### src/rtl/pipeline_ctrl_pkg.sv
// Shared types and defaults for the pipeline issue arbiter.
package pipeline_ctrl_pkg;

  localparam int DATA_W_DEF     = 12;
  localparam int PIPE_DEPTH_DEF = 5;
  localparam int MAX_BURST_DEF  = 4;
  // Handshake cycle to response pulse, in cycles.
  localparam int RSP_LAT        = PIPE_DEPTH_DEF + 2;

  typedef enum logic [1:0] {
    ST_IDLE  = 2'd0,
    ST_SERVE = 2'd1,
    ST_DRAIN = 2'd2
  } state_t;

  typedef struct packed {
    logic vld;
    logic id;
  } tag_t;

  // Round-robin pick: favour the requester that did not finish the last burst.
  function automatic logic rr_pick(input logic v0, input logic v1, input logic rr_last);
    if (v0 && v1) return ~rr_last;
    return v1;
  endfunction

endpackage

### src/rtl/pipeline_tag_shifter.sv
// Tag delay line: slot k holds the tag issued k edges earlier.
module pipeline_tag_shifter
  import pipeline_ctrl_pkg::*;
#(
  parameter int DEPTH = 6
) (
  input  logic             clk,
  input  logic             rst_n,
  input  tag_t             tag_i,
  output logic [DEPTH-1:0] vld_o,
  output tag_t             last_o
);

  tag_t [DEPTH-1:0] slot_q;
  tag_t [DEPTH-1:0] slot_d;

  // Shift every cycle; new tag (or a bubble) enters slot 0.
  always_comb begin
    slot_d[0] = tag_i;
    for (int k = 1; k < DEPTH; k++) begin
      slot_d[k] = slot_q[k-1];
    end
  end

  // Slot registers; reset drops everything in flight.
  always_ff @(posedge clk or negedge rst_n) begin
    if (!rst_n) slot_q <= '0;
    else        slot_q <= slot_d;
  end

  // Per-slot valid view for enable hold and busy/drain decisions.
  always_comb begin
    vld_o = '0;
    for (int k = 0; k < DEPTH; k++) begin
      vld_o[k] = slot_q[k].vld;
    end
  end

  assign last_o = slot_q[DEPTH-1];

endmodule

### src/rtl/pipeline_issue_arbiter.sv
// Two-requester round-robin, burst-limited issue arbiter for the shared pipeline.
//
// state    | meaning
// ---------+--------------------------------------------------------------
// ST_IDLE  | nothing granted, no readies; picks a requester when any valid
// ST_SERVE | granted requester sees ready; counts handshakes toward burst
// ST_DRAIN | no readies; waits for new requests or for the tag pipe to empty
module pipeline_issue_arbiter
  import pipeline_ctrl_pkg::*;
#(
  parameter int DATA_W     = DATA_W_DEF,
  parameter int PIPE_DEPTH = PIPE_DEPTH_DEF,
  parameter int MAX_BURST  = MAX_BURST_DEF
) (
  input  logic              clk,
  input  logic              pon_rst_n_i,
  input  logic              req0_valid_i,
  input  logic [DATA_W-1:0] req0_data_i,
  output logic              req0_ready_o,
  input  logic              req1_valid_i,
  input  logic [DATA_W-1:0] req1_data_i,
  output logic              req1_ready_o,
  output logic [DATA_W-1:0] pipe_data_o,
  output logic              pipe_enable_o,
  input  logic [DATA_W-1:0] pipe_result_i,
  input  logic              pipe_valid_i,
  output logic              rsp0_valid_o,
  output logic              rsp1_valid_o,
  output logic [DATA_W-1:0] rsp_data_o,
  output logic              busy_o,
  output logic              err_o
);

  // The result is on pipe_result_i while the tag sits in slot PIPE_DEPTH;
  // the response flop adds the final cycle of latency.
  localparam int TAG_SLOTS = PIPE_DEPTH + 1;
  localparam int BURST_W   = $clog2(MAX_BURST + 1);

  state_t               state_q, state_d;
  logic                 grant_q, grant_d;
  logic                 rr_last_q, rr_last_d;
  logic [BURST_W-1:0]   burst_cnt_q, burst_cnt_d;
  logic [DATA_W-1:0]    pipe_data_q, pipe_data_d;
  logic                 pipe_enable_q, pipe_enable_d;
  logic                 rsp0_q, rsp0_d;
  logic                 rsp1_q, rsp1_d;
  logic [DATA_W-1:0]    rsp_data_q, rsp_data_d;
  logic                 err_q, err_d;

  logic                 issue;
  logic                 oth_valid;
  logic                 any_valid;
  logic                 pick;
  logic                 any_tag;
  logic [BURST_W-1:0]   burst_inc;
  tag_t                 tag_in;
  tag_t                 tag_last;
  logic [TAG_SLOTS-1:0] tag_vld;

  assign req0_ready_o = (state_q == ST_SERVE) && !grant_q;
  assign req1_ready_o = (state_q == ST_SERVE) &&  grant_q;

  assign issue     = (req0_valid_i & req0_ready_o) | (req1_valid_i & req1_ready_o);
  assign oth_valid = grant_q ? req0_valid_i : req1_valid_i;
  assign any_valid = req0_valid_i | req1_valid_i;
  assign pick      = rr_pick(req0_valid_i, req1_valid_i, rr_last_q);
  assign any_tag   = |tag_vld;
  assign burst_inc = burst_cnt_q + BURST_W'(1);
  assign tag_in    = '{vld: issue, id: grant_q};

  pipeline_tag_shifter #(
    .DEPTH (TAG_SLOTS)
  ) u_tags (
    .clk    (clk),
    .rst_n  (pon_rst_n_i),
    .tag_i  (tag_in),
    .vld_o  (tag_vld),
    .last_o (tag_last)
  );

  // Grant / burst / round-robin next-state.
  always_comb begin
    state_d     = state_q;
    grant_d     = grant_q;
    rr_last_d   = rr_last_q;
    burst_cnt_d = burst_cnt_q;
    case (state_q)
      ST_IDLE: begin
        if (any_valid) begin
          grant_d     = pick;
          burst_cnt_d = '0;
          state_d     = ST_SERVE;
        end
      end
      ST_SERVE: begin
        if (issue) begin
          if (burst_inc == BURST_W'(MAX_BURST)) begin
            // Burst limit: hand over without a bubble if the other side waits.
            grant_d     = oth_valid ? ~grant_q : grant_q;
            burst_cnt_d = '0;
            rr_last_d   = grant_q;
          end else begin
            burst_cnt_d = burst_inc;
          end
        end else if (oth_valid) begin
          grant_d     = ~grant_q;
          burst_cnt_d = '0;
        end else begin
          state_d = ST_DRAIN;
        end
      end
      ST_DRAIN: begin
        if (any_valid) begin
          grant_d     = pick;
          burst_cnt_d = '0;
          state_d     = ST_SERVE;
        end else if (!any_tag) begin
          state_d = ST_IDLE;
        end
      end
      default: state_d = ST_IDLE;
    endcase
  end

  // Pipeline drive, enable hold and response routing.
  always_comb begin
    pipe_data_d   = '0;
    pipe_enable_d = issue | (|tag_vld[PIPE_DEPTH-2:0]);
    rsp0_d        = 1'b0;
    rsp1_d        = 1'b0;
    rsp_data_d    = rsp_data_q;
    err_d         = err_q;
    if (issue) pipe_data_d = grant_q ? req1_data_i : req0_data_i;
    if (tag_last.vld) begin
      if (pipe_valid_i) begin
        rsp0_d     = ~tag_last.id;
        rsp1_d     =  tag_last.id;
        rsp_data_d = pipe_result_i;
      end else begin
        err_d = 1'b1;
      end
    end
  end

  // Control and output registers.
  always_ff @(posedge clk or negedge pon_rst_n_i) begin
    if (!pon_rst_n_i) begin
      state_q       <= ST_IDLE;
      grant_q       <= 1'b0;
      rr_last_q     <= 1'b1;
      burst_cnt_q   <= '0;
      pipe_data_q   <= '0;
      pipe_enable_q <= 1'b0;
      rsp0_q        <= 1'b0;
      rsp1_q        <= 1'b0;
      rsp_data_q    <= '0;
      err_q         <= 1'b0;
    end else begin
      state_q       <= state_d;
      grant_q       <= grant_d;
      rr_last_q     <= rr_last_d;
      burst_cnt_q   <= burst_cnt_d;
      pipe_data_q   <= pipe_data_d;
      pipe_enable_q <= pipe_enable_d;
      rsp0_q        <= rsp0_d;
      rsp1_q        <= rsp1_d;
      rsp_data_q    <= rsp_data_d;
      err_q         <= err_d;
    end
  end

  assign pipe_data_o   = pipe_data_q;
  assign pipe_enable_o = pipe_enable_q;
  assign rsp0_valid_o  = rsp0_q;
  assign rsp1_valid_o  = rsp1_q;
  assign rsp_data_o    = rsp_data_q;
  assign busy_o        = (state_q != ST_IDLE) | any_tag;
  assign err_o         = err_q;

endmodule
### config.mk
export PLATFORM = sky130hd
export DESIGN_NAME = pipeline_issue_arbiter
export DESIGN_NICKNAME = d
export VERILOG_FILES = /design/src/rtl/pipeline_ctrl_pkg.sv /design/src/rtl/pipeline_tag_shifter.sv /design/src/rtl/pipeline_issue_arbiter.sv
export SDC_FILE = /design/constraint.sdc
export NUM_CORES = 1
export LEC_CHECK = 0
export CAP_MARGIN = 20
export CORE_MARGIN = 4
export CORE_UTILIZATION = 46
export CTS_BUF_LIST = sky130_fd_sc_hd__clkbuf_16
export CTS_CLUSTER_DIAMETER = 200
export DETAILED_ROUTE_END_ITERATION = 8
export PLACE_DENSITY = 0.93
export REMOVE_ABC_BUFFERS = 1
export SLEW_MARGIN = 20
export SYNTH_ARGS = -nofsm -noshare
export SYNTH_HDL_FRONTEND = slang
export SYNTH_HIERARCHICAL = 1
export SYNTH_SLANG_ARGS = --single-unit
export TNS_END_PERCENT = 50
### constraint.sdc
create_clock -name clk -period 3.18 [get_ports clk]
set_input_delay 0.477 -clock clk [delete_from_list [all_inputs] [get_ports clk]]
set_output_delay 0.477 -clock clk [all_outputs]
set_load 0.005 [all_outputs]
**Word-level counts from Yosys, hierarchy flattened**

Index checks and enable logic that the tools add are counted.

- Logic and storage cells: 85
- Output and inout port bits: 31
- Flip-flop bits (word level): 47
- Input port bits: 41

- Add/sub/neg operators: 1
- Reductions and logical operators: 16
- Mux-type cells: 26
- Bitwise logic cells: 10
- Eq/ne operators: 10

Operators by type and width:

| operator | number |
|---|---|
| $mux W12 | 2 |
| $mux W1 | 12 |
| $mux W3 | 4 |
| $mux W2 | 5 |
| $reduce_and A3 Y1 | 3 |
| $ne A2 B2 Y1 const B | 3 |
| $ne A3 B3 Y1 const B | 2 |
| $pmux W2 S3 | 1 |
| $pmux W3 S2 | 1 |
| $reduce_or A6 Y1 | 1 |
| $not A1 Y1 | 4 |
| $or A1 B1 Y1 | 4 |
| $reduce_and A2 Y1 | 2 |
| $reduce_and A4 Y1 | 1 |
| $reduce_bool A2 Y1 | 2 |
| $reduce_or A4 Y1 | 1 |
| $add A3 B1 Y3 const B | 1 |
| $eq A3 B3 Y1 const B | 1 |
| $logic_and A1 B1 Y1 | 3 |
| $ne A3 B2 Y1 const B | 1 |
| $and A1 B1 Y1 | 2 |
| $eq A2 B1 Y1 const B | 1 |
| $eq A2 B2 Y1 const B | 1 |
| $logic_not A2 Y1 | 1 |
| other kinds (4) | 4 |

**Logic depth before layout (Yosys ltp)**

Gate-level depths: netlist of run 1.

- Word-level depth: 6
- Mapped depth: 7
- Depth with buffers taken out: 5

**Modules after synthesis**

Netlist of run 1, hierarchy kept.

Modules (own cells, without submodules):

| module | seq. area each (um^2) | area an instance (um^2) | instances | cells an instance |
|---|---|---|---|---|
| pipeline_issue_arbiter | 877.1 | 1,466.4 | 1 | 118 |
| pipeline_tag_shifter | 300.3 | 345.3 | 1 | 18 |

**Least setup slack after synthesis of run 1**

No wires, ideal clock.

- Path kind: register to output
- From: reg u_tags.slot_q (netlist bit u_tags/vld_o[1])
- To: out busy_o
- Arrival time: 1.619 ns
- Cell stages (with the launch flop): 5
- Setup slack: 1.084 ns
- Path buffers: 1
- Required time: 2.703 ns
- Path through: dfrtp_1 -> buf_4 -> or4_1 -> or3_1 -> or3_1

- Cells in the longest elaborated chain, start to end: 2

RTL lines:

| element | line | text |
|---|---|---|
| from (decl) | pipeline_tag_shifter.sv:14 | `tag_t [DEPTH-1:0] slot_q;` |
| from (signal assigned) | pipeline_tag_shifter.sv:28 | `else slot_q <= slot_d;` |
| $reduce_or A6 Y1 | pipeline_issue_arbiter.sv:67 | `assign any_tag = \|tag_vld;` |
| $or A1 B1 Y1 | pipeline_issue_arbiter.sv:177 | `assign busy_o = (state_q != ST_IDLE) \| any_tag;` |
| to (decl) | pipeline_issue_arbiter.sv:30 | `output logic busy_o,` |

Every way passes these cells.

**Worst setup path after layout of run 1**

Ends and elaborated chain as after synthesis.

==> reports/summary.log, run 1 <==
qor: logic_synthesis.yosysSeqAreaShare 65.0%
qor: clock_network.clk-insertion-delay-late 280 ps
qor: power.finalPower 2.09 mW
qor: logic_synthesis.synth_compound_gate_area_share 4.77%
qor: logic_synthesis.xor_xnor_portion_of_the_synthesized_cell_area 0.483%
qor: clock_network.path_clk_slew 60 ps
qor: grt.grt_remaining_overflow 0
qor: placed_design.dp_hpwl 2.76 mm
qor: final_layout.stdcell_area 2690 sq um
qor: setup_path.worst-setup-path-type reg -> out
qor: clock_network.cts.sink_count 47
qor: logic_synthesis.yosysWarnings 6
qor: timing.rsz_0062_raised_after_global_routing no
qor: final_layout.diodes 0
qor: timing.worstMarginPinSlew 616 ps
qor: timing.portion_of_the_clock_cycle_consumed_by_the_worst_path_in_the_final_layout 86.7%
qor: timing.timing.hold.ws 188 ps
qor: setup_path.crit_path_max_fanout 2
qor: die.ios 72
qor: timing.final-max-slew-violation-count 0
qor: placed_design.cell_area_reported_after_detailed_placement 2520 sq um
qor: worst_hold_path.hold_class in -> async
qor: power.power.leakage 1.21 nW
qor: timing.report.final.setup_viol 0
qor: power.power_density 778 nW/um^2
qor: setup_path.critPathCaptureType output pin
qor: timing.final-hold-violation-count 0
qor: logic_synthesis.muxShareOfSynthArea 15.8%
qor: grt.grt_antenna_before_repair 0
qor: drt.via_count 1263
qor: die.die_y 70.8 microns
qor: final_layout.final_cell_count_no_fill 253
qor: timing.max_freq 363 MHz
qor: timing.finalClockSkew 3.53 ps
qor: die.floorplan.core_area 3740 sq um
qor: drt.totalWireLength 3.99 mm
qor: timing.post_route_setup_tns 0 ps
qor: clock_network.clock_tree.buffer_depth 2
qor: final_layout.multi_input_area 549 sq um
qor: grt.global_route.usage.total 16.7%
qor: die.std_cell_rows 22
qor: drt.via_per_inst 4.99
qor: logic_synthesis.synth_top_family_by_area multiplexers
qor: drt.detailedRoute.firstPassIterationCount 4
qor: placed_design.place.port_buffers 71
qor: timing.layout_min_cycle_time 2760 ps
qor: logic_synthesis.post_synth.cell_area_avg 13.3 sq um
qor: drt.detail-route-antenna-nets 0
qor: grt.grt_pass1_vias 1275
qor: final_layout.final_layout_size_suffix_gt1_share 11.7%
qor: placed_design.place_inst 245
qor: die.die_area 5010 sq um
qor: final_layout.syn_to_final_growth 48.2%
qor: logic_synthesis.post_synthesis_share_of_cell_area_spent_on_full_adders_half_adders_and_majority_gates 1.38%
qor: job.max_cap_viol_count 0
qor: grt.first_pass_grt_wire_length 6.35 mm
qor: status.status finished clean
qor: logic_synthesis.yosys_register_bits 47
qor: clock_network.clk_root_buffer_cell sky130_fd_sc_hd__clkbuf_16
qor: die.chipWidth 70.8 microns
qor: setup_path.startpoint_type register
qor: clock_network.cts.repair_timing.setup_buffer_count 0
qor: final_layout.sequential_cell_area 1180 sq um
qor: grt.grt_max_degree 48
qor: placed_design.globalplace.congestion 0.772
qor: logic_synthesis.post_synth_and_or_nand_nor_area_fraction 7.87%
qor: power.vdd.ir_drop.worst 0.000387 V
qor: final_layout.fin_nets 247
qor: logic_synthesis.syn_inst 136
qor: timing.slew_headroom 58.9%
qor: final_layout.fill_cells 281
qor: drt.drc_errors 0
qor: clock_network.cts_htree_levels 2
qor: clock_network.cts_hold_buf 0
qor: logic_synthesis.syn_area 1810 sq um
qor: die.initial_util 48.4%
qor: clock_network.tritoncts yes
qor: clock_network.cts_resized 0
qor: clock_network.cts_buffers 5
qor: logic_synthesis.post_synth_num_cell_types 30
qor: drt.wire_per_inst 15.8 microns
qor: setup_path.required 2700 ps
qor: setup_path.cp.arrival 2280 ps
qor: drt.drt_first_iter_violations 93
-- through the flow --
| step | util, % | worst slack, ps |
|---|---|---|
| final | 71.7 | 424 |
| after global routing | 71.7 | 334 |
| after CTS | 71.7 | 402 |
| after detailed placement | 67.3 | 698 |
| after global placement | 67.3 | 727 |
| after floorplan | - | 1200 |
-- critical path, cell delays in order (launching register included) --
cell and delay, ps:
sky130_fd_sc_hd__dfrtp_1 370, sky130_fd_sc_hd__or4_1 520, sky130_fd_sc_hd__or3_1 340, sky130_fd_sc_hd__or3_1 320, sky130_fd_sc_hd__clkdlybuf4s50_1 450
-- final timing paths --
path	start	to	slack, ps	depth (start not counted)
worst max-delay path	u_tags/vld_o[1]	busy_o	420	4
worst min-delay path	pon_rst_n_i	pipe_data_o[9]	190	1
worst max register to register	grant_q	grant_q	1310	5
worst min register to register	u_tags/slot_d[10]	u_tags/last_o[0]	340	0
max in group asynchronous	pon_rst_n_i	rr_last_q	2610	1
min in group clk	u_tags/slot_d[10]	u_tags/last_o[0]	340	0
-- kinds of logic after synthesis --
kind of cell,count (synthesis)
and+or+nand+nor,31
AOI/OAI and AO/OA,12
buffers and inverters,16
DFF,47
muxes,27
adders and majority gates,2
xor gates and xnor gates,1
-- area by class of cell --
type                       instances  share of cell area [%]
timing repair buffer              72                    26.7
sequential                        47                    43.8
inverter                           5                   0.699
clock inverter                     3                    1.44
clock buffer                       5                    4.66
tap                               48                    2.24
multi-input combinational         73                    20.5
-- power breakdown --
part,switching (mW),internal (mW)
Sequential,0.0973,0.788
Combinational,0.233,0.404
Clock,0.202,0.366
-- cells in the mapped netlist, drive strengths merged --
| cell | number | area share [%] |
|---|---|---|
| a211oi | 1 | 0.41 |
| a21boi | 1 | 0.41 |
| a21o | 1 | 0.41 |
| a21oi | 2 | 0.55 |
| a221oi | 1 | 0.83 |
| a32o | 1 | 0.55 |
| and3 | 1 | 0.35 |
| buf | 11 | 3.7 |
| dfrtp | 46 | 64 |
| dfstp | 1 | 1.5 |
| ha | 2 | 1.4 |
| inv | 5 | 1.0 |
| mux2 | 13 | 8.1 |
| mux2i | 14 | 7.7 |
| nand2 | 5 | 1.0 |
| nand2b | 2 | 0.69 |
| nand3b | 2 | 0.83 |
| nor2 | 17 | 3.5 |
| o21ai | 3 | 0.83 |
| o21bai | 1 | 0.41 |
| o22ai | 1 | 0.35 |
| or2 | 1 | 0.35 |
| or3 | 2 | 0.69 |
| or4 | 1 | 0.41 |
| xor2 | 1 | 0.48 |
-- state kept, by name, summed over array words and instances (netlist names) --
register	flops
burst_cnt_q	3
pipe_enable_o	1
grant_q	1
u_tags/slot_d	5
state_q	2
rsp_data_o	12
u_tags/last_o	2
err_o	1
rr_last_q	1
rsp1_valid_o	1
pipe_data_o	12
rsp0_valid_o	1
u_tags/vld_o	5
-- metal layers --
layer  global-route usage, %  wire [microns]  vias up
li1                        -               -      588
met1                    20.6            1660      608
met2                    26.7            1910       58
met3                    6.25             338        9
met4                    6.47              81        0
met5                       0               0        -
-- cell usage in the layout (no fill, tap or decap) --
master,netlist,routed
sky130_fd_sc_hd__a211oi_1,1,1
sky130_fd_sc_hd__a21boi_0,1,1
sky130_fd_sc_hd__a21o_1,1,1
sky130_fd_sc_hd__a21oi_1,2,2
sky130_fd_sc_hd__a221oi_2,1,1
sky130_fd_sc_hd__a32o_1,1,1
sky130_fd_sc_hd__and3_1,1,1
sky130_fd_sc_hd__buf_4,6,2
sky130_fd_sc_hd__bufinv_16,0,1
sky130_fd_sc_hd__clkbuf_16,0,5
sky130_fd_sc_hd__clkdlybuf4s50_1,0,70
sky130_fd_sc_hd__clkinv_1,0,1
sky130_fd_sc_hd__clkinv_2,0,1
sky130_fd_sc_hd__dfrtp_1,46,46
sky130_fd_sc_hd__dfstp_2,1,1
sky130_fd_sc_hd__ha_1,2,2
sky130_fd_sc_hd__inv_1,4,4
sky130_fd_sc_hd__inv_2,1,1
sky130_fd_sc_hd__mux2_1,1,1
sky130_fd_sc_hd__mux2_2,12,12
sky130_fd_sc_hd__mux2i_1,14,14
sky130_fd_sc_hd__nand2_1,5,5
sky130_fd_sc_hd__nand2b_1,2,2
sky130_fd_sc_hd__nand3b_1,2,2
sky130_fd_sc_hd__nor2_1,17,17
sky130_fd_sc_hd__o21ai_0,2,2
sky130_fd_sc_hd__o21ai_1,1,1
sky130_fd_sc_hd__o21bai_1,1,1
sky130_fd_sc_hd__o22ai_1,1,1
sky130_fd_sc_hd__or2_1,1,1
sky130_fd_sc_hd__or3_1,2,2
sky130_fd_sc_hd__or4_1,1,1
sky130_fd_sc_hd__xor2_1,1,1
Power figures use the tool's default switching activity.
==> run 2: changes to the inputs <==
Settings changed: CORE_UTILIZATION 46 to 40, PLACE_DENSITY 0.93 to 0.84, SKIP_LAST_GASP set to 1.
==> run 2 against run 1 <==
Net effect:
- non-clock buffer count is the same
- wire length shrank 11%
- fmax down 0.95%
- sequential power down 1%
- combinational power down 1%
==> reports/summary.log, run 2 (same netlist as run 1, synthesis figures left out) <==
qor: status.status finished clean [unchanged]
qor: setup_path.cp_num_buf_inv 1 [unchanged]
qor: drt.wire_per_inst 13.8 microns [was 15.8 microns]
qor: timing.finalClockSkew 5.60 ps [was 3.53 ps]
qor: grt.grt_antenna_before_repair 0 [unchanged]
qor: timing.slew_headroom 57.9% [was 58.9%]
qor: setup_path.crit_path_max_fanout 2 [unchanged]
qor: power.power.leakage 1.22 nW [was 1.21 nW]
qor: timing.max_freq 359 MHz [was 363 MHz]
qor: timing.timing.hold.ws 189 ps [was 188 ps]
qor: clock_network.cts_hold_buf 0 [unchanged]
qor: setup_path.cell_by_cell_trace_of_the_critical_path or4_1, or3_1, or3_1, clkdlybuf4s50_1 [unchanged]
qor: die.floorplan.core_area 4380 sq um [was 3740 sq um]
qor: clock_network.path_clk_slew 60 ps [about the same]
qor: timing.final-max-slew-violation-count 0 [unchanged]
qor: setup_path.ff2ff_setup_slack 1310 ps [about the same]
qor: power.vdd.ir_drop.worst 0.000485 V [was 0.000387 V]
qor: timing.layout_min_cycle_time 2780 ps [was 2760 ps]
qor: setup_path.critical-path-top-delay-family simple AND/OR/NAND/NOR gates [unchanged]
qor: die.chipWidth 75.3 microns [was 70.8 microns]
qor: clock_network.cts.sink_count 47 [unchanged]
qor: setup_path.worst_path_max_delay_cell sky130_fd_sc_hd__or4_1 [unchanged]
qor: die.die_area 5670 sq um [was 5010 sq um]
qor: timing.worstMarginPinSlew 631 ps [was 616 ps]
qor: drt.via_per_inst 4.67 [was 4.99]
qor: setup_path.cp.arrival 2310 ps [was 2280 ps]
qor: placed_design.place_inst 249 [was 245]
qor: setup_path.timing.reg2reg.worst_path_depth 5 [unchanged]
qor: timing.report.final.setup_viol 0 [unchanged]
qor: final_layout.multi_input_area 549 sq um [unchanged]
qor: grt.grt_remaining_overflow 0 [unchanged]
qor: clock_network.cts.repair_timing.setup_buffer_count 0 [unchanged]
qor: setup_path.startpoint_type register [unchanged]
qor: final_layout.mostFrequentLayoutCells sky130_fd_sc_hd__clkdlybuf4s50_1, sky130_fd_sc_hd__dfrtp_1, sky130_fd_sc_hd__nor2_1, sky130_fd_sc_hd__mux2i_1, sky130_fd_sc_hd__mux2_2 [unchanged]
qor: timing.final-hold-violation-count 0 [unchanged]
qor: drt.drt_first_iter_violations 23 [was 93]
qor: die.die_y 75.3 microns [was 70.8 microns]
qor: timing.portion_of_the_clock_cycle_consumed_by_the_worst_path_in_the_final_layout 87.5% [was 86.7%]
qor: clock_network.cts_htree_levels 2 [unchanged]
qor: final_layout.sequential_cell_area 1180 sq um [unchanged]
qor: final_layout.fill_cells 367 [was 281]
qor: final_layout.stdcell_area 2720 sq um [was 2690 sq um]
qor: drt.detail-route-antenna-nets 0 [unchanged]
qor: final_layout.final_layout_size_suffix_gt1_share 12.2% [was 11.7%]
qor: setup_path.required 2700 ps [about the same]
qor: job.max_cap_viol_count 0 [unchanged]
qor: final_layout.final_cell_count_no_fill 257 [was 253]
qor: grt.grt_pass1_vias 1201 [was 1275]
qor: timing.setup_slack 398 ps [was 424 ps]
qor: grt.first_pass_grt_wire_length 5.70 mm [was 6.35 mm]
qor: die.std_cell_rows 24 [was 22]
qor: final_layout.layout.cells.most_common sky130_fd_sc_hd__clkdlybuf4s50_1 [unchanged]
qor: power.power_density 793 nW/um^2 [was 778 nW/um^2]
qor: drt.totalWireLength 3.54 mm [was 3.99 mm]
qor: placed_design.place_worst_setup_slack 689 ps [was 698 ps]
qor: final_layout.syn_to_final_growth 50.1% [was 48.2%]
qor: timing.post_route_setup_tns 0 ps [unchanged]
qor: placed_design.cell_area_reported_after_detailed_placement 2520 sq um [about the same]
qor: die.ios 72 [unchanged]
qor: clock_network.tritoncts yes [unchanged]
qor: setup_path.worst-setup-path-type reg -> out [unchanged]
qor: drt.detailedRoute.firstPassIterationCount 2 [was 4]
qor: setup_path.critPathMaxStageDelay 520 ps [about the same]
qor: worst_hold_path.hold_class in -> async [unchanged]
qor: drt.via_count 1199 [was 1263]
qor: placed_design.place.port_buffers 71 [unchanged]
qor: grt.grt_max_degree 48 [unchanged]
qor: setup_path.reg2reg_to grant_q [unchanged]
qor: die.initial_util 41.3% [was 48.4%]
qor: setup_path.worstReg2RegStart grant_q [unchanged]
qor: setup_path.cpMostUsedCell sky130_fd_sc_hd__or3_1 [unchanged]
qor: final_layout.fin_nets 247 [unchanged]
qor: placed_design.globalplace.congestion 0.717 [was 0.772]
qor: final_layout.diodes 0 [unchanged]
qor: clock_network.cts_buffers 5 [unchanged]
qor: clock_network.clk_root_buffer_cell sky130_fd_sc_hd__clkbuf_16 [unchanged]
qor: drt.drc_errors 0 [unchanged]
qor: clock_network.cts_resized 0 [unchanged]
qor: clock_network.clk-insertion-delay-late 280 ps [about the same]
qor: setup_path.critPathCaptureType output pin [unchanged]
qor: timing.rsz_0062_raised_after_global_routing no [unchanged]
qor: grt.global_route.usage.total 13.5% [was 16.7%]
qor: clock_network.clock_tree.buffer_depth 2 [unchanged]
[run 2: cell types whose count changed in the layout (fill, tap and decap cells not counted), sizes merged]
| cell | before | now |
|---|---|---|
| clkinv | 2 | 0 |
| clkinvlp | 0 | 1 |
| bufinv | 1 | 2 |
[run 2: power breakdown]
part	leakage, nW	switching [mW]	internal, mW
clock network	0.0900	0.207	0.450
registers	0.578	0.0853	0.788
logic	0.550	0.224	0.404
[run 2: worst reg2reg max path: stages, from the launching register on]
cell                       delay, ps
sky130_fd_sc_hd__dfrtp_1         450
sky130_fd_sc_hd__mux2i_1         190
sky130_fd_sc_hd__or2_1           520
sky130_fd_sc_hd__inv_2           130
sky130_fd_sc_hd__a221oi_2        290
sky130_fd_sc_hd__mux2i_1         220
[run 2: worst max path at each step]
stage	cells past startpoint	slack [ps]	endpoint	from
2_1_floorplan	5	1200	grant_q	grant_q
3_3_place_gp	4	720	busy_o	u_tags/vld_o[1]
3_5_place_dp	4	690	busy_o	u_tags/vld_o[1]
4_1_cts	4	370	busy_o	u_tags/vld_o[1]
5_1_grt	4	280	busy_o	u_tags/vld_o[1]
6_report	4	400	busy_o	u_tags/vld_o[1]
[run 2: metal layers]
metal | track usage, % | part of all wire [%] | vias to the layer above
met3 | 4.22 | 11 | 6
met1 | 16.7 | 42 | 557
met5 | 0 | 0 | -
li1 | - | - | 584
met4 | 5.83 | 1.5 | 0
met2 | 21.8 | 46 | 52
[run 2: final cells by class]
cell class	count	share of cell area, %
clock buffers	5	4.60
inverters	5	0.690
well taps	52	2.39
multi-input cells	73	20.2
flip-flops and latches	47	43.3
repair buffers	72	26.3
clock inverters	3	2.49
[run 2: per-stage QoR]
step / power, mW / util, %
final: 2.16 / 62.0
after global routing: 2.28 / 62.0
after CTS: 2.19 / 62.0
after detailed placement: 1.53 / 57.6
after global placement: 1.50 / 57.6
after floorplan: 1.15 / -
==> run 3: changes to the inputs <==
Settings changed: CORE_UTILIZATION 40 to 43, PLACE_DENSITY 0.84 to 0.88.
Clock period 3.18 ns to 2.67 ns, I/O delays scaled along.
==> run 3 against run 2 <==
Net effect:
- first-iteration DRC count grew 83%
- global-route usage grew 2.2 points
- via count grew 2.2%
- combinational power grew 21%
- clock power shrank 13%
- hold slack lost 72 ps
- critical endpoint unchanged
- highest routed layer unchanged
==> reports/summary.log, run 3 (same netlist as run 1, synthesis figures left out) <==
qor: die.die_y 72.9 microns [was 75.3 microns]
qor: job.max_cap_viol_count 0 [unchanged]
qor: final_layout.mostFrequentLayoutCells sky130_fd_sc_hd__clkdlybuf4s50_1, sky130_fd_sc_hd__dfrtp_1, sky130_fd_sc_hd__nor2_1, sky130_fd_sc_hd__mux2i_1, sky130_fd_sc_hd__mux2_2 [unchanged]
qor: drt.totalWireLength 3.75 mm [was 3.54 mm]
qor: timing.report.final.setup_viol 0 [unchanged]
qor: final_layout.final_cell_count_no_fill 255 [was 257]
qor: timing.setup_slack 135 ps [was 398 ps]
qor: grt.grt_pass1_vias 1295 [was 1201]
qor: placed_design.place_worst_setup_slack 268 ps [was 689 ps]
qor: placed_design.globalplace.congestion 0.727 [was 0.717]
qor: power.switching_share 25.8% [was 23.9%]
qor: power.power.leakage 1.20 nW [was 1.22 nW]
qor: final_layout.final_layout_size_suffix_gt1_share 12.2% [unchanged]
qor: die.ios 72 [unchanged]
qor: placed_design.place_inst 248 [was 249]
qor: final_layout.stdcell_area 2670 sq um [was 2720 sq um]
qor: final_layout.fin_nets 248 [was 247]
qor: grt.grt_max_degree 48 [unchanged]
qor: drt.drc_errors 0 [unchanged]
qor: grt.grt_remaining_overflow 0 [unchanged]
qor: clock_network.clock_tree.buffer_depth 2 [unchanged]
qor: timing.final-hold-violation-count 0 [unchanged]
qor: setup_path.required 2270 ps [was 2700 ps]
qor: clock_network.cts.sink_count 47 [unchanged]
qor: timing.worstMarginPinSlew 560 ps [was 631 ps]
qor: status.status finished clean [unchanged]
qor: clock_network.cts_hold_buf 0 [unchanged]
qor: timing.final-max-slew-violation-count 0 [unchanged]
qor: clock_network.cts_htree_levels 2 [unchanged]
qor: clock_network.clk-insertion-delay-late 280 ps [about the same]
qor: placed_design.dp_hpwl 2.75 mm
qor: clock_network.cts_resized 2 [was 0]
qor: drt.via_per_inst 4.80 [was 4.67]
qor: final_layout.fill_cells 300 [was 367]
qor: placed_design.place.port_buffers 71 [unchanged]
qor: power.combPwrFrac 32.0% [was 29.1%]
qor: timing.rsz_0062_raised_after_global_routing no [unchanged]
qor: drt.drt_first_iter_violations 42 [was 23]
qor: die.std_cell_rows 23 [was 24]
qor: grt.first_pass_grt_wire_length 6.15 mm [was 5.70 mm]
qor: setup_path.worst-setup-path-type reg -> out [unchanged]
qor: final_layout.final_core_util 66.2% [was 62.0%]
qor: power.switching_power 0.613 mW [was 0.516 mW]
qor: die.initial_util 45.0% [was 41.3%]
qor: placed_design.cell_area_reported_after_detailed_placement 2530 sq um [was 2520 sq um]
qor: clock_network.cts.repair_timing.setup_buffer_count 0 [unchanged]
qor: timing.finalClockSkew 3.68 ps [was 5.60 ps]
qor: drt.via_count 1225 [was 1199]
qor: drt.detail-route-antenna-nets 0 [unchanged]
qor: timing.post_route_setup_tns 0 ps [unchanged]
qor: timing.layout_min_cycle_time 2530 ps
qor: timing.slew_headroom 62.7% [was 57.9%]
qor: power.power_density 890 nW/um^2 [was 793 nW/um^2]
qor: power.p_clk_share 24.0% [was 30.4%]
qor: die.floorplan.core_area 4030 sq um [was 4380 sq um]
qor: setup_path.startpoint_type register [unchanged]
qor: setup_path.crit_path_max_fanout 2 [unchanged]
qor: grt.global_route.usage.total 15.7% [was 13.5%]
qor: drt.detailedRoute.firstPassIterationCount 4 [was 2]
qor: grt.grt_antenna_before_repair 0 [unchanged]
qor: setup_path.critPathCaptureType output pin [unchanged]
qor: power.cell_internal_pwr 1.76 mW [was 1.64 mW]
qor: power.seqPwrFrac 44.1% [was 40.5%]
qor: timing.portion_of_the_clock_cycle_consumed_by_the_worst_path_in_the_final_layout 94.9%
qor: power.finalPower 2.37 mW [was 2.16 mW]
qor: final_layout.layout.cells.most_common sky130_fd_sc_hd__clkdlybuf4s50_1 [unchanged]
qor: final_layout.diodes 0 [unchanged]
qor: power.vdd.ir_drop.worst 0.000491 V [was 0.000485 V]
qor: clock_network.cts_buffers 5 [unchanged]
qor: die.die_area 5320 sq um [was 5670 sq um]
qor: setup_path.cp.arrival 2130 ps [was 2310 ps]
qor: timing.max_freq 395 MHz
qor: final_layout.syn_to_final_growth 47.3% [was 50.1%]
qor: clock_network.tritoncts yes [unchanged]
qor: setup_path.timing.reg2reg.worst_path_depth 5 [unchanged]
qor: die.chipWidth 72.9 microns [was 75.3 microns]
qor: clock_network.path_clk_slew 60 ps [about the same]
qor: timing.timing.hold.ws 118 ps [was 189 ps]
qor: worst_hold_path.hold_class in -> async [unchanged]
qor: clock_network.clk_root_buffer_cell sky130_fd_sc_hd__clkbuf_16 [unchanged]
qor: drt.wire_per_inst 14.7 microns [was 13.8 microns]
-- run 3: cell type report --
cell class | count | area [sq um] | area share, %
flip-flops and latches | 47 | 1180 | 44.1
multi-input cells | 73 | 554 | 20.8
well taps | 50 | 62.6 | 2.34
repair buffers | 73 | 722 | 27.1
inverters | 5 | 18.8 | 0.703
clock inverters | 2 | 8.76 | 0.328
clock buffers | 5 | 125 | 4.69
-- run 3: power groups by stage --
stage	Sequential, mW	Clock (mW)	Combinational [mW]
floorplan	1.09	0	0.273
global placement	1.05	0	0.751
detailed placement	1.06	0	0.766
CTS	1.05	0.588	0.773
global route	1.07	0.620	0.828
finish	1.05	0.569	0.759
-- run 3: layer usage --
metal	vias to the layer above	part of all wire, %	track usage, %	wire length [microns]
met4	0	1.2	4.92	44
met1	579	43	19.3	1610
met2	53	47	25.9	1760
met3	6	8.9	5.65	334
met5	-	0	0	0
li1	587	-	-	-
-- run 3: worst paths after layout --
| kind | start | to | slack, ps |
|---|---|---|---|
| worst min register to register | u_tags/slot_d[2] | u_tags/slot_d[4] | 350 |
| worst max-delay path | u_tags/vld_o[1] | busy_o | 140 |
| max in group asynchronous | pon_rst_n_i | rr_last_q | 2180 |
| worst min-delay path | pon_rst_n_i | rsp_data_o[5] | 120 |
| min in group clk | u_tags/slot_d[2] | u_tags/slot_d[4] | 350 |
| worst max register to register | state_q[0] | grant_q | 1090 |
-- run 3: critical path, cell delays in order, from the launching register on --
cell	delay (ps)
sky130_fd_sc_hd__dfrtp_1	380
sky130_fd_sc_hd__or4_1	540
sky130_fd_sc_hd__or3_4	360
sky130_fd_sc_hd__or3_1	310
sky130_fd_sc_hd__dlygate4sd2_1	270
